--- config.mk ---
export PLATFORM = sky130hd
export DESIGN_NAME = fifo_ctrl_flat
export DESIGN_NICKNAME = d
export VERILOG_FILES = /design/src/rtl/fifo_ctrl_pkg.sv /design/src/rtl/fifo_ctrl_if.sv /design/src/rtl/fifo_ctrl_ptr.sv /design/src/rtl/fifo_ctrl.sv /design/src/flat_wrapper.sv
export SDC_FILE = /design/constraint.sdc
export NUM_CORES = 1
export LEC_CHECK = 0
export CORE_MARGIN = 3
export CORE_UTILIZATION = 42
export DETAILED_ROUTE_END_ITERATION = 12
export HOLD_SLACK_MARGIN = 0.08
export PLACE_DENSITY = 0.81
export SLEW_MARGIN = 30
export SYNTH_ARGS = -nofsm -noshare
export SYNTH_HDL_FRONTEND = slang
export SYNTH_HIERARCHICAL = 1
export SYNTH_SLANG_ARGS = --single-unit
export TNS_END_PERCENT = 20
--- constraint.sdc ---
create_clock -name clk -period 3 [get_ports clk]
set_clock_uncertainty 0.05 [all_clocks]
set_input_delay 0.3 -clock clk [delete_from_list [all_inputs] [get_ports clk]]
set_output_delay 0.3 -clock clk [all_outputs]
set_load 0.005 [all_outputs]
--- src/rtl/fifo_ctrl_pkg.sv ---
// Shared constants for the TLP FIFO pointer/flag controller.
package fifo_pkg;

   localparam int DEF_ADDR_W    = 3;
   localparam int DEF_DEPTH     = 1 << DEF_ADDR_W;
   localparam int DEF_CNT_W     = DEF_ADDR_W + 1;
   localparam int DEF_AF_THRESH = 6;
   localparam int DEF_AE_THRESH = 2;

endpackage

--- src/rtl/fifo_ctrl_if.sv ---
// Request, RAM-control and status bundle between the FIFO user side and fifo_ctrl.
interface fifo_ctrl_if #(
   parameter int ADDR_W = fifo_pkg::DEF_ADDR_W
);

   logic              push;
   logic              pop;
   logic              we_a;
   logic [ADDR_W-1:0] addr_a;
   logic              re_b;
   logic [ADDR_W-1:0] addr_b;
   logic              valid;
   logic              full;
   logic              empty;
   logic              almost_full;
   logic              almost_empty;
   logic [ADDR_W:0]   count;
   logic              err_overflow;
   logic              err_underflow;

   // User side: issues requests, observes RAM controls and status.
   modport master (
      output push, pop,
      input  we_a, addr_a, re_b, addr_b, valid, full, empty,
             almost_full, almost_empty, count, err_overflow, err_underflow
   );

   // Controller side.
   modport slave (
      input  push, pop,
      output we_a, addr_a, re_b, addr_b, valid, full, empty,
             almost_full, almost_empty, count, err_overflow, err_underflow
   );

endinterface

--- src/rtl/fifo_ctrl_ptr.sv ---
// Wrapping pointer register with increment enable; wraps through 2^W naturally.
module fifo_ptr #(
   parameter int W = fifo_pkg::DEF_ADDR_W
) (
   input  logic         clk,
   input  logic         reset,
   input  logic         inc,
   output logic [W-1:0] ptr
);

   // Pointer register: cleared on reset, advances by one when enabled.
   always_ff @(posedge clk) begin
      // NOTE: sequential state uses non-blocking assignments so every register
      // samples pre-edge values regardless of process ordering.
      if (reset)
         ptr <= '0;
      else if (inc)
         ptr <= ptr + 1'b1;
   end

endmodule

--- src/rtl/fifo_ctrl.sv ---
// Pointer and flag controller for an 8-entry FIFO built around a dual-port RAM.
module fifo_ctrl
   import fifo_pkg::*;
#(
   parameter int ADDR_W    = DEF_ADDR_W,
   parameter int AF_THRESH = DEF_AF_THRESH,
   parameter int AE_THRESH = DEF_AE_THRESH
) (
   input  logic       clk,
   input  logic       reset,
   fifo_ctrl_if.slave bus
);

   localparam int                 CNT_W    = ADDR_W + 1;
   localparam int                 DEPTH    = 1 << ADDR_W;
   localparam logic [CNT_W-1:0]   FULL_CNT = CNT_W'(DEPTH);
   localparam logic [CNT_W-1:0]   AF_CNT   = CNT_W'(AF_THRESH);
   localparam logic [CNT_W-1:0]   AE_CNT   = CNT_W'(AE_THRESH);

   logic [CNT_W-1:0]  count_q;
   logic              valid_q;
   logic              ovf_q;
   logic              unf_q;
   logic              full;
   logic              empty;
   logic              push_ok;
   logic              pop_ok;
   logic [ADDR_W-1:0] wr_ptr;
   logic [ADDR_W-1:0] rd_ptr;

   // Flags come only from the registered count, so push/pop never reach them.
   always_comb begin
      // NOTE: every always_comb output gets a default first so no path can
      // leave it unassigned and infer a latch.
      full  = 1'b0;
      empty = 1'b0;
      if (count_q == FULL_CNT) full  = 1'b1;
      if (count_q == '0)       empty = 1'b1;
   end

   // Accept decode; a pop frees a slot so push+pop is accepted when full.
   // Reset suppresses both so no RAM write happens during a reset cycle.
   always_comb begin
      push_ok = bus.push & (~full | bus.pop) & ~reset;
      pop_ok  = bus.pop & ~empty & ~reset;
   end

   fifo_ptr #(.W(ADDR_W)) u_wr_ptr (
      .clk   (clk),
      .reset (reset),
      .inc   (push_ok),
      .ptr   (wr_ptr)
   );

   fifo_ptr #(.W(ADDR_W)) u_rd_ptr (
      .clk   (clk),
      .reset (reset),
      .inc   (pop_ok),
      .ptr   (rd_ptr)
   );

   // Occupancy: moves only when exactly one side is accepted.
   always_ff @(posedge clk) begin
      if (reset)
         count_q <= '0;
      else if (push_ok && !pop_ok)
         count_q <= count_q + 1'b1;
      else if (pop_ok && !push_ok)
         count_q <= count_q - 1'b1;
   end

   // Read-data valid and sticky error flags.
   always_ff @(posedge clk) begin
      if (reset) begin
         valid_q <= 1'b0;
         ovf_q   <= 1'b0;
         unf_q   <= 1'b0;
      end else begin
         valid_q <= pop_ok;
         if (bus.push && full && !bus.pop) ovf_q <= 1'b1;
         if (bus.pop && empty)             unf_q <= 1'b1;
      end
   end

   assign bus.we_a          = push_ok;
   assign bus.re_b          = pop_ok;
   assign bus.addr_a        = wr_ptr;
   assign bus.addr_b        = rd_ptr;
   assign bus.valid         = valid_q;
   assign bus.count         = count_q;
   assign bus.full          = full;
   assign bus.empty         = empty;
   assign bus.almost_full   = (count_q >= AF_CNT);
   assign bus.almost_empty  = (count_q <= AE_CNT);
   assign bus.err_overflow  = ovf_q;
   assign bus.err_underflow = unf_q;

endmodule

--- src/flat_wrapper.sv ---
// flat-port wrapper written by rule: the top's interface ports become plain ports
module fifo_ctrl_flat import fifo_pkg::*;
#(
   parameter int ADDR_W    = DEF_ADDR_W,
   parameter int AF_THRESH = DEF_AF_THRESH,
   parameter int AE_THRESH = DEF_AE_THRESH
)
  (clk, reset, bus_push, bus_pop, bus_we_a, bus_addr_a, bus_re_b, bus_addr_b, bus_valid, bus_full, bus_empty, bus_almost_full, bus_almost_empty, bus_count, bus_err_overflow, bus_err_underflow);
  fifo_ctrl_if #(.ADDR_W(ADDR_W)) bus_i ();
  input  logic clk;
  input  logic reset;
  input wire logic [$bits(bus_i.push)-1:0] bus_push;
  input wire logic [$bits(bus_i.pop)-1:0] bus_pop;
  output wire logic [$bits(bus_i.we_a)-1:0] bus_we_a;
  output wire logic [$bits(bus_i.addr_a)-1:0] bus_addr_a;
  output wire logic [$bits(bus_i.re_b)-1:0] bus_re_b;
  output wire logic [$bits(bus_i.addr_b)-1:0] bus_addr_b;
  output wire logic [$bits(bus_i.valid)-1:0] bus_valid;
  output wire logic [$bits(bus_i.full)-1:0] bus_full;
  output wire logic [$bits(bus_i.empty)-1:0] bus_empty;
  output wire logic [$bits(bus_i.almost_full)-1:0] bus_almost_full;
  output wire logic [$bits(bus_i.almost_empty)-1:0] bus_almost_empty;
  output wire logic [$bits(bus_i.count)-1:0] bus_count;
  output wire logic [$bits(bus_i.err_overflow)-1:0] bus_err_overflow;
  output wire logic [$bits(bus_i.err_underflow)-1:0] bus_err_underflow;
  assign bus_i.push = bus_push;
  assign bus_i.pop = bus_pop;
  assign bus_we_a = bus_i.we_a;
  assign bus_addr_a = bus_i.addr_a;
  assign bus_re_b = bus_i.re_b;
  assign bus_addr_b = bus_i.addr_b;
  assign bus_valid = bus_i.valid;
  assign bus_full = bus_i.full;
  assign bus_empty = bus_i.empty;
  assign bus_almost_full = bus_i.almost_full;
  assign bus_almost_empty = bus_i.almost_empty;
  assign bus_count = bus_i.count;
  assign bus_err_overflow = bus_i.err_overflow;
  assign bus_err_underflow = bus_i.err_underflow;
  fifo_ctrl #(.ADDR_W(ADDR_W), .AF_THRESH(AF_THRESH), .AE_THRESH(AE_THRESH)) u_core (.clk(clk), .reset(reset), .bus(bus_i));
endmodule
==> flow_summary.yaml <==
synthesis:
  synth_nets: 75
  synth-compound-area-share_pct: 12.2
  synth_top_family_by_area: "simple AND/OR/NAND/NOR gates"
  syn_avg_cell_area_sq_um: 9.93
  synth.distinct_cells: 22
  yosysSeqAreaShare_pct: 40.3
  synth-warning-count: 6
  synth_xor_area_share_pct: 5.43
  netlist_instances: 65
  synthMuxAreaShare_pct: 6.40
  synth-seq-cells: 13
  synth_fa_ha_area_share_pct: 12.8
  netlist_area_sq_um: 646
  synthSimpleGateAreaFrac_pct: 20.5
finish:
  multi_input_area_sq_um: 370
  fillers: 125
  diodes: 0
  syn2layout_area_growth_pct: 44.6
  final_cells: 108
  seq_area_sq_um: 260
  drive_gt1_share_pct: 14.0
  nets: 104
floorplan:
  io_pins: 23
  start_util_pct: 47.3
  die_w_um: 45.2
  fp-row-count: 13
  die_area_sq_um: 2040
  die_y_um: 45.2
  core_sq_um: 1370
routing:
  drtIter0Drc: 8
  wirelength_mm: 1.35
  antenna_left: 0
  first_pass_iters: 4
  wire_per_inst_um: 12.5
  num_vias: 570
  vias_per_cell: 5.28
  drc: 0
critical_path:
  reg2regPathDepth: 10
  timing.rr.start: "u_core/bus.count[0]$_SDFFE_PP0P_"
  end_kind: "register"
  start_kind: "register"
  r2r-end: "u_core/bus.count[3]$_SDFFE_PP0P_"
  ff2ff_setup_slack_ns: 0.29
  endpoint: "u_core/bus.count[3]$_SDFFE_PP0P_"
  crit_type: "reg2reg"
  critPathLaunch: "u_core/bus.count[0]$_SDFFE_PP0P_"
  required_ns: 3.11
  cp_max_fo: 7
  arrival_ns: 2.82
cts:
  cts_setup_buffers: 0
  cts_tree: "built"
  postCtsResizedCells: 0
  cts-htree-levels: 1
  cts_hold_buf: 0
  clk_path_buf_depth: 2
  cts_buffers: 3
  clock_latency_ns: 0.27
  cts-root-buf: "clkbuf_4"
  clkTransAtPathRegs_ns: 0.07
  cts.sinks: 13
global_route:
  grt_max_degree: 9
  antenna_found_initial: 0
  grt_pass1_vias: 567
  grtUsageTotal_pct: 16.0
  grt_pass1_wl_mm: 2.35
  grt-ovfl-total: 0
timing:
  finalHoldViolations: 0
  fin_setup_tns_ns: 0
  fin_crit_sh_pct: 90.4
  finalCriticalPeriod_ns: 2.71
  rsz0062_at_grt: "no"
  clock.fmax_mhz: 369
  layout_setup_ws_ns: 0.288
  final_max_slew_viol_count: 0
  worst_slew_pin_slew_ns: 0.399
  slew_headroom_pct: 73.2
  setup_viol: 0
worst_hold_path:
  hold_path.class: "reg2reg"
  hp-start: "u_core/bus.err_overflow$_SDFFE_PP0P_"
pwr:
  p_leak_nw: 0.371
  powerDensity_nw_per_um2: 901
  ir_drop_uv: 404
outcome:
  status: "completed"
flow_run:
  cap_violations: 0
place:
  hpwl_mm: 1.01
  dp_slack_ns: 0.194
  dp.cells: 104
  port_buffers: 22
  gp_congestion: 0.675
-- cells in the final DEF (no fill, tap or decap), types with 2 or more instances in the layout --
cell              n
buf_4             4
nor2b_1           2
nand3b_1          2
dfxtp_1          13
mux2i_1           3
ha_1              5
nor2_1           12
a21oi_1           6
xnor2_1           3
clkbuf_4          3
nor3b_1           3
a211oi_1          2
clkdlybuf4s50_1  22
a21bo_2           2
-- cell families (layout without fill, tap and decap cells) --
kind of cell / after synthesis / after routing
muxes: 4 / 4
buffers and inverters: 4 / 32
AOI/OAI and AO/OA: 12 / 12
and+or+nand+nor: 22 / 22
DFF: 13 / 13
adders and majority gates: 6 / 6
xor gates and xnor gates: 4 / 4
-- metrics by stage --
stage	instance area, sq um	util [%]	hold WS, ns	total power [W]
floorplan	646	-	0.319	0.000510
global placement	907	66.4	0.405	0.000730
detailed placement	907	66.4	0.432	0.000745
CTS	933	68.3	0.453	0.000858
global route	933	68.3	0.486	0.000919
finish	933	68.3	0.442	0.000841
-- report_power, final --
group          switching [W]  internal [W]  total, W
Clock              0.0000538     0.0000514  0.000105
Sequential         0.0000703      0.000218  0.000289
Combinational       0.000169      0.000278  0.000447
Total               0.000293      0.000548  0.000841
-- worst min path at each step --
stage                                             to  slack, ns  depth (start not counted)
5_1_grt         u_core/bus.err_overflow$_SDFFE_PP0P_       0.49                          2
3_5_place_dp   u_core/bus.err_underflow$_SDFFE_PP0P_       0.43                          2
2_1_floorplan    u_core/u_rd_ptr/ptr[2]$_SDFFE_PP0P_       0.32                          1
4_1_cts         u_core/bus.err_overflow$_SDFFE_PP0P_       0.45                          2
6_report        u_core/bus.err_overflow$_SDFFE_PP0P_       0.44                          2
3_3_place_gp    u_core/bus.err_overflow$_SDFFE_PP0P_       0.41                          2
-- cell usage after synthesis --
library cell | n | area, sq um
nor4_2 | 1 | 12.5
nand3_2 | 1 | 10.0
inv_1 | 1 | 3.75
nor2_1 | 12 | 45.0
nor2b_1 | 2 | 12.5
nand3b_1 | 2 | 15.0
inv_2 | 1 | 3.75
mux2_1 | 1 | 11.3
a21o_1 | 1 | 7.51
a211oi_1 | 2 | 15.0
xor2_1 | 1 | 8.76
ha_1 | 5 | 62.6
nor4b_2 | 1 | 15.0
dfxtp_1 | 13 | 260
mux2i_1 | 3 | 30.0
a21oi_1 | 6 | 30.0
a21bo_2 | 2 | 20.0
fa_1 | 1 | 20.0
clkbuf_1 | 2 | 7.51
xnor2_1 | 3 | 26.3
nor3b_1 | 3 | 22.5
a31oi_1 | 1 | 6.26
-- worst max-delay path, stage by stage, from the launching register on --
cell	delay, ns
dfxtp_1	0.53
nor4b_2	0.10
nor2b_1	0.16
nor3b_1	0.27
ha_1	0.21
inv_1	0.09
ha_1	0.33
a21oi_1	0.20
a211oi_1	0.09
a31oi_1	0.21
mux2_1	0.34
-- area by class of cell --
type	instances	share of cell area, %
well taps	15	2.01
flip-flops and latches	13	27.9
multi-input cells	48	39.7
inverters	2	0.804
clock buffers	4	2.82
repair buffers	26	26.8
-- layer usage --
layer / share of wire [%] / global-route usage, % / vias up
li1: - / - / 286
met1: 43 / 17.0 / 263
met2: 48 / 28.0 / 19
met3: 8.7 / 7.17 / 2
met4: 0.59 / 5.26 / 0
met5: 0 / 0 / -
-- state kept, by name, indices dropped and copies added, names as in the netlist --
name                      cells
u_core/bus.valid              1
u_core/u_wr_ptr/ptr           3
u_core/bus.err_overflow       1
u_core/u_rd_ptr/ptr           3
u_core/bus.count              4
u_core/bus.err_underflow      1
Note: power is estimated with default switching activity, not from simulation.
